$ cat src/rtl/seven_seg_driver.sv
// Binary-to-BCD display writer for the whack-a-mole board.
// Double-dabble conversion feeding a 4-digit active-low scan.
module seven_seg_driver #(
  parameter int DIGITS  = 4,
  parameter int BIN_W   = 14,
  parameter int MAX_VAL = 9999
) (
  input  logic              clk,
  input  logic              rst,
  input  logic              clk_500hz,
  input  logic              clk_2hz,
  input  logic [BIN_W-1:0]  value,
  input  logic              load,
  input  logic              blank_lz,
  input  logic              blink_en,
  output logic [6:0]        seg,
  output logic [DIGITS-1:0] an,
  output logic              busy,
  output logic              overflow
);

  localparam int BW = 4 * DIGITS;
  localparam int CW = $clog2(BIN_W);
  localparam int IW = $clog2(DIGITS);

  typedef enum logic [1:0] {
    IDLE,
    CONVERT,
    COMMIT
  } state_t;

  state_t state, state_nxt;

  logic [BIN_W-1:0] bin_q;
  logic [BW-1:0]    bcd_q;
  logic [BW-1:0]    adj;
  logic [BW-1:0]    disp_q;
  logic [CW-1:0]    cnt_q;

  always_comb begin
    state_nxt = state;
    unique case (state)
      IDLE:    if (load) state_nxt = CONVERT;
      CONVERT: if (cnt_q == CW'(BIN_W - 1)) state_nxt = COMMIT;
      COMMIT:  state_nxt = IDLE;
      default: state_nxt = IDLE;
    endcase
  end

  always_ff @(posedge clk) begin
    if (rst) state <= IDLE;
    else     state <= state_nxt;
  end

  assign busy = (state != IDLE);

  always_comb begin
    adj = bcd_q;
    for (int i = 0; i < DIGITS; i++) begin
      if (adj[4*i +: 4] >= 4'd5)
        adj[4*i +: 4] = adj[4*i +: 4] + 4'd3;
    end
  end

  always_ff @(posedge clk) begin
    if (rst) begin
      bin_q    <= '0;
      bcd_q    <= '0;
      cnt_q    <= '0;
      disp_q   <= '0;
      overflow <= 1'b0;
    end else begin
      unique case (state)
        IDLE: begin
          if (load) begin
            bcd_q <= '0;
            cnt_q <= '0;
            if (value > BIN_W'(MAX_VAL)) begin
              bin_q    <= BIN_W'(MAX_VAL);
              overflow <= 1'b1;
            end else begin
              bin_q    <= value;
              overflow <= 1'b0;
            end
          end
        end
        CONVERT: begin
          bcd_q <= {adj[BW-2:0], bin_q[BIN_W-1]};
          bin_q <= {bin_q[BIN_W-2:0], 1'b0};
          cnt_q <= cnt_q + 1'b1;
        end
        COMMIT:  disp_q <= bcd_q;
        default: ;
      endcase
    end
  end

  logic          p500_q;
  logic          scan_on;
  logic          scan_on_nxt;
  logic          rise;
  logic [IW-1:0] idx;
  logic [IW-1:0] idx_nxt;
  logic [DIGITS-1:0] lz;
  logic [3:0]        nib;
  logic [6:0]        seg_nxt;
  logic [DIGITS-1:0] an_nxt;
  logic              run;

  // first edge only enables the display so digit 0 shows first
  assign rise        = clk_500hz & ~p500_q;
  assign scan_on_nxt = scan_on | rise;
  assign idx_nxt     = (rise & scan_on) ? idx + 1'b1 : idx;
  assign nib         = disp_q[4*idx_nxt +: 4];

  always_comb begin
    lz  = '0;
    run = 1'b1;
    for (int i = DIGITS - 1; i > 0; i--) begin
      run   = run & (disp_q[4*i +: 4] == 4'd0);
      lz[i] = run;
    end
  end

  always_comb begin
    unique case (nib)
      4'd0:    seg_nxt = 7'b1000000;
      4'd1:    seg_nxt = 7'b1111001;
      4'd2:    seg_nxt = 7'b0100100;
      4'd3:    seg_nxt = 7'b0110000;
      4'd4:    seg_nxt = 7'b0011001;
      4'd5:    seg_nxt = 7'b0010010;
      4'd6:    seg_nxt = 7'b0000010;
      4'd7:    seg_nxt = 7'b1111000;
      4'd8:    seg_nxt = 7'b0000000;
      4'd9:    seg_nxt = 7'b0010000;
      default: seg_nxt = 7'b1111111;
    endcase
    if (blank_lz && lz[idx_nxt]) seg_nxt = 7'b1111111;
    an_nxt = ~(DIGITS'(1) << idx_nxt);
    if (blink_en && !clk_2hz) an_nxt = '1;
    if (!scan_on_nxt) begin
      seg_nxt = 7'b1111111;
      an_nxt  = '1;
    end
  end

  always_ff @(posedge clk) begin
    if (rst) begin
      p500_q  <= 1'b0;
      scan_on <= 1'b0;
      idx     <= '0;
      seg     <= 7'b1111111;
      an      <= '1;
    end else begin
      p500_q  <= clk_500hz;
      scan_on <= scan_on_nxt;
      idx     <= idx_nxt;
      seg     <= seg_nxt;
      an      <= an_nxt;
    end
  end

endmodule

$ cat config.mk
export PLATFORM = sky130hd
export DESIGN_NAME = seven_seg_driver
export DESIGN_NICKNAME = d
export VERILOG_FILES = /design/src/rtl/seven_seg_driver.sv
export SDC_FILE = /design/constraint.sdc
export NUM_CORES = 1
export LEC_CHECK = 0
export ABC_CLOCK_PERIOD_IN_PS = 2000
export BUFFER_PORTS_ARGS = -buffer_cell sky130_fd_sc_hd__buf_2
export CORE_MARGIN = 1
export CORE_UTILIZATION = 30
export DETAILED_ROUTE_END_ITERATION = 10
export GPL_ROUTABILITY_DRIVEN = 0
export GPL_TIMING_DRIVEN = 0
export HOLD_SLACK_MARGIN = 0.06
export PLACE_DENSITY = 0.45
export SKIP_CTS_REPAIR_TIMING = 1
export SLEW_MARGIN = 20
export SYNTH_ARGS = -nofsm -noshare
export SYNTH_HDL_FRONTEND = slang
export SYNTH_SLANG_ARGS = --single-unit
$ cat constraint.sdc
create_clock -name clk -period 2 [get_ports clk]
set_clock_uncertainty 0.1 [all_clocks]
set_input_delay 0.4 -clock clk [delete_from_list [all_inputs] [get_ports clk]]
set_output_delay 0.4 -clock clk [all_outputs]
set_load 0.005 [all_outputs]
==> metrics.md, run 1 <==
| Metric | Value |
|---|---|
| Core area | 10,370 sq um |
| I/O Buffers | 33 |
| Fin crit share | 100.8% |
| Post-synth EDFFs | 0 |
| Switching power | 0.0008144 W |
| CP max stage delay | 0.36 ns |
| RSZ-0062 raised after global routing | yes |
| HP Start | value[3] |
| Seq pwr share | 48.0% |
| Syn-to-layout area delta | 22.92% |
| Detailed Route Iter0 Violations | 111 |
| Clock power share | 38.8% |
| Maximum vdd ir drop | 0.0003223 V |
| CP Data Required Time | 2.12 ns |
| Failing checks | setup timing |
| Net Sw Frac | 27.29% |
| Setup WS post-layout | -0.01642 ns |
| Vias in the first global route | 2,843 |
| Placed cell count | 569 |
| LEAKAGE | 1.404 nW |
| Startpoint Class | flop |
| Seq/Total Area, Yosys | 42.19% |
| HPWL after detailed placement | 6048 microns |
| Crit path max-delay family | compound AO/OA/AOI/OAI gates |
| Largest net degree at the start of global routing | 13 |
| Ratio of cells with drive above 1 in the final layout | 18.82% |
| HP Class | in2reg |
| Critical path cell sequence | and3b_1 -> buf_6 -> xnor2_4 -> o32a_1 -> a211o_1 -> a31oi_1 -> o21ai_1 |
| Nets | 483 |
| Fmax | 495.9 MHz |
| Max_slew headroom | 58.00% |
| Max Slew Vio Count | 0 |
| Avg Vias per Cell | 5.044 |
| Number of cell rows | 37 |
| Final Hold Viols | 0 |
| Initial antenna violation count | 0 |
| Synthesized area | 3227 sq um |
| Min Hold Slack | 0.1830 ns |
| Total internal power | 0.002169 W |
| Final Critical Period | 2.016 ns |
| Die X | 105.7 microns |
| Maximum net fanout on the critical path | 6 |
| Clk sinks | 68 |
| Layout fillers | 1,126 |
| Mean routed wirelength per cell | 14.20 microns |
| Number of max-cap violations | 0 |
| Worst-skew pair later-pin latency | 0.34 ns |
| CTS tree | yes |
| Diodes inserted | 0 |
| Reg-to-reg startpoint | p500_q$_SDFF_PP0_ |
| PwrDens | 752.3 nW/um^2 |
| IO Count | 34 |
| Reg clk slew, reported paths | 0.08 ns |
| Post-Synthesis Net Count | 431 |
| Die Footprint | 11,170 sq um |
| Crit path from | p500_q$_SDFF_PP0_ |
| Cell variety after synth | 53 |
| Routed via count | 2,991 |
| Final core occ | 38.25% |
| #FFs+latches synth | 68 |
| H-Tree Depth | 3 |
| DR DRC count | 0 |
| Post-DRT Antenna Nets | 0 |
| Status | finished with violations |
| CP endpoint kind | flop |
| Synth warn | 0 |
| Asr flop ratio synth | 0% |
| Gr ovfl total | 0 |
| Avg Cell Area, Syn | 8.067 sq um |
| FF-to-FF path depth | 7 |
| Hold path depth | 2 |
| Root Driver | clkbuf_8 |
| Max clock buf depth | 2 |
| CP Class | reg2reg |
| Setup-failing EPs final | 1 |
| Worst Path Buf+Inv | 1 |
| Slew at the pin closest to its max-slew limit | 0.6300 ns |
| Slowest CP cell | dfxtp_2 |
| Critical Path AT | 2.14 ns |
| Total negative slack | -0.01642 ns |
| Cells after Synth | 400 |
| Drt total wl | 8420 microns |
| Initial DRT Pass Iterations | 5 |
| Gate power share | 13.2% |
| Crit path depth | 7 |
| Global-route wire length before repair | 13,750 microns |
| Die height | 105.7 microns |
| Post-route insts no fill | 593 |
| Ys flop type | dfxtp_1 |
| Gr usage total | 15.73% |
| CTS Buf Count | 9 |
| Starting Density | 31.12% |
final timing paths:
check                           to  slack, ns
max              seg[3]$_SDFF_PP1_      -0.02
min          bin_q[3]$_SDFFE_PP0P_       0.18
max reg2reg      seg[3]$_SDFF_PP1_      -0.02
min reg2reg  overflow$_SDFFE_PP0P_       0.36
synth_stat cells, types with 2 or more instances:
library cell,n,area (sq um)
nor4_1,4,25.02
nor2b_1,5,31.28
and3b_1,2,17.52
xor2_1,4,35.03
nor3_1,16,80.08
a21oi_1,39,195.2
buf_2,3,15.01
nand3_1,11,55.05
nor2_1,39,146.4
a22oi_1,9,67.56
buf_1,2,7.510
nand2b_1,8,50.05
a222oi_1,4,40.04
clkbuf_1,18,67.56
inv_1,14,52.55
nor3b_1,5,37.54
and2_1,2,12.51
o221ai_1,2,17.52
nand2_1,63,236.5
ha_1,10,125.1
dfxtp_1,68,1361
a211oi_2,2,25.02
o31a_1,9,78.83
xnor2_1,4,35.03
o21ai_1,3,15.01
a31oi_1,9,56.30
o211ai_1,4,30.03
a211o_1,2,17.52
o21ai_0,15,75.07
cells by family after synthesis:
| family | share of synthesized area [%] |
|---|---|
| AND/OR/NAND/NOR | 23.11 |
| AO/OA/AOI/OAI | 22.76 |
| flip-flops | 42.19 |
| buffers and inverters | 4.769 |
| adder cells (fa/ha/maj) | 4.188 |
| XOR/XNOR | 2.675 |
| multiplexers | 0.3102 |
layout by cell type, fill, tap and decap left out, types with 2 or more instances in the layout:
cell type,n
a21oi_1,36
clkbuf_2,2
o21ai_0,13
a21oi_2,3
nor3b_1,5
o211ai_1,4
buf_2,33
nand2_1,63
xnor2_1,4
o21ai_1,5
nand3_1,11
a222oi_1,4
and3b_1,2
nor2_2,2
nor3_1,16
buf_4,10
clkinv_2,2
and2_1,2
o31a_1,9
clkbuf_8,10
nand2b_1,7
clkbuf_1,17
a31oi_1,9
a211oi_2,2
nor2b_1,5
nor2_1,36
dfxtp_1,66
dfxtp_2,2
a22oi_1,9
nor4_1,4
ha_1,10
xor2_1,4
clkinvlp_4,3
inv_1,13
a211o_1,2
flip-flops by register name (all words and copies together) (netlist names):
| signal | cells |
|---|---|
| cnt_q | 4 |
| bcd_q | 16 |
| an | 4 |
| bin_q | 14 |
| scan_on | 1 |
| overflow | 1 |
| seg | 7 |
| p500_q | 1 |
| idx | 2 |
| state | 2 |
| disp_q | 16 |
per-layer routing:
layer,global-route usage (%),vias up,part of all wire [%]
li1,-,1525,-
met1,19.19,1377,46
met2,26.56,79,48
met3,2.474,10,3.7
met4,8.234,0,1.9
met5,0,-,0
final cells by class:
class	instances	area, sq um	area share (%)
well taps	136	170.2	4.290
clock buffers	10	137.6	3.470
flip-flops and latches	68	1364	34.38
multi-input cells	294	1838	46.34
plain buffers	24	111.4	2.808
clock inverters	6	63.81	1.609
repair buffers	41	225.2	5.678
inverters	14	56.30	1.420
stage by stage:
step	worst slack (ns)	instance area [sq um]	power, W
floorplan	0.04337	3227	0.001689
global route	-0.07943	3966	0.003133
CTS	-0.1528	3764	0.002990
detailed placement	-0.3116	3562	0.001815
global placement	-0.3026	3562	0.001812
finish	-0.01642	3966	0.002984
power groups by stage:
stage / logic [W] / registers, W / clock network (W)
after global routing: 0.000433 / 0.00144 / 0.00126
after CTS: 0.000354 / 0.00143 / 0.00121
after global placement: 0.000350 / 0.00146 / 0
after detailed placement: 0.000353 / 0.00146 / 0
final: 0.000394 / 0.00143 / 0.00116
after floorplan: 0.000229 / 0.00146 / 0
Power figures use the tool's default switching activity.
==> run 2: changes to the inputs <==
ABC_CLOCK_PERIOD_IN_PS = 1900   (was 2000)
BUFFER_PORTS_ARGS = unset   (was -buffer_cell sky130_fd_sc_hd__buf_2)
DONT_BUFFER_PORTS = 1   (was unset)
PLACE_DENSITY = 0.41   (was 0.45)
clock period = 1.9 ns   (was 2 ns; I/O delays follow)
==> run 2 against run 1 <==
Compared with the run above: the flow still finishes with violations (setup timing); power up 2.1%; worst setup slack worse by 0.091 ns; maximum frequency up 0.44%; combinational power down 6.3%; final area down 4.1%; non-clock buffer count down 31; critical path depth unchanged; via count down 2.7%; core utilization down 1.6 points; routed wire length about the same.
==> metrics.md, run 2 (synthesis gave the netlist of run 1 again) <==
| Metric | Value |
|---|---|
| Final Hold Viols | 0 |
| Clk sinks | 68 |
| Number of max-cap violations | 0 |
| DR DRC count | 0 |
| Fmax | 498.1 MHz |
| Fin crit share | 105.7% |
| Initial DRT Pass Iterations | 4 |
| CP endpoint kind | flop |
| Worst-skew pair later-pin latency | 0.34 ns |
| H-Tree Depth | 3 |
| Area of the multi-input gates | 1831 sq um |
| Post-DRT Antenna Nets | 0 |
| Placed cell count | 536 |
| Failing checks | setup timing |
| HPWL after detailed placement | 6095 microns |
| Max_slew headroom | 57.57% |
| Die Footprint | 11,170 sq um |
| Detailed Route Iter0 Violations | 172 |
| Maximum vdd ir drop | 0.0002988 V |
| CP Class | reg2reg |
| Slew at the pin closest to its max-slew limit | 0.6364 ns |
| PwrDens | 800.4 nW/um^2 |
| Placement Setup Slack | -0.2879 ns |
| Starting Density | 31.12% |
| Critical Path AT | 2.14 ns |
| Most common cell after layout, fill and taps aside | dfxtp_1 |
| Total negative slack | -0.2495 ns |
| Max Slew Vio Count | 0 |
| Largest net degree at the start of global routing | 12 |
| Largest registers in the final layout | bcd_q (16), disp_q (16), bin_q (14) |
| RSZ-0062 raised after global routing | yes |
| Setup WS post-layout | -0.1076 ns |
| Avg Vias per Cell | 5.178 |
| Global-route wire length before repair | 14,090 microns |
| LEAKAGE | 1.298 nW |
| Met3 WL | 322 microns |
| Syn-to-layout area delta | 17.91% |
| HP Class | in2reg |
| Ratio of cells with drive above 1 in the final layout | 12.91% |
| Drt total wl | 8418 microns |
| CP Data Required Time | 2.03 ns |
| Maximum net fanout on the critical path | 5 |
| Number of cell rows | 37 |
| Mean routed wirelength per cell | 14.98 microns |
| Final core occ | 36.69% |
| Reg clk slew, reported paths | 0.07 ns |
| Most frequent cells in the layout | dfxtp_1, nand2_1, nor2_1, a21oi_1, clkbuf_1 |
| WL met1 | 3833 microns |
| Routed met2 length | 3980 microns |
| Reg-to-reg startpoint | p500_q$_SDFF_PP0_ |
| Initial antenna violation count | 0 |
| I/O Buffers | 0 |
| Top Metal Used | met4 |
| CTS Buf Count | 9 |
| Nets | 452 |
| Crit path from | p500_q$_SDFF_PP0_ |
| Final Critical Period | 2.008 ns |
| Die height | 105.7 microns |
| Gr ovfl total | 0 |
| Core area | 10,370 sq um |
| CTS tree | yes |
| Min Hold Slack | 0.06132 ns |
| Setup-failing EPs final | 6 |
| Sequential Area | 1365 sq um |
| Post-route insts no fill | 562 |
| IO Count | 34 |
| Vias in the first global route | 2,790 |
| Gr usage total | 16.13% |
| HP Start | rst |
| Max clock buf depth | 2 |
| Status | finished with violations |
| Layout fillers | 1,133 |
| Startpoint Class | flop |
| Routed via count | 2,910 |
| Die X | 105.7 microns |
| Diodes inserted | 0 |
| Root Driver | clkbuf_8 |
==> run 2: power breakdown <==
group          switching [W]  internal, W
Combinational       0.000227     0.000142
Sequential         0.0000332      0.00148
Clock               0.000563     0.000601
Total               0.000822      0.00222
==> run 2: worst max-delay path, cell delays in order, from the launching register on <==
cell	delay [ns]
dfxtp_2	0.35
and3b_1	0.19
buf_6	0.14
or4_4	0.41
o311a_4	0.17
a211o_1	0.28
a31oi_1	0.19
o21ai_1	0.08
==> run 2: metrics by stage <==
step / cell area, sq um / total power [W]
detailed placement: 3411 / 0.001873
floorplan: 3241 / 0.001783
global placement: 3411 / 0.001872
finish: 3805 / 0.003045
CTS: 3595 / 0.003049
global route: 3805 / 0.003205
==> run 2: worst paths after layout <==
check,slack [ns],depth (start not counted),to
worst max-delay path,-0.11,7,seg[3]$_SDFF_PP1_
worst min-delay path,0.06,2,an[1]$_SDFF_PP1_
worst max register to register,-0.11,7,seg[3]$_SDFF_PP1_
worst min register to register,0.38,2,bin_q[0]$_SDFFE_PP0P_
==> run 2: layer usage <==
metal	vias to the layer above	global-route usage, %
met5	-	0
met4	0	8.234
met3	23	3.340
met2	75	26.94
met1	1353	19.50
li1	1459	-
==> run 2: layout make-up <==
class / instances / area share [%]
clock buffers: 11 / 3.453
multi-input cells: 294 / 48.11
well taps: 136 / 4.472
flip-flops and latches: 68 / 35.88
repair buffers: 10 / 2.170
plain buffers: 24 / 3.058
inverters: 14 / 1.480
clock inverters: 5 / 1.381
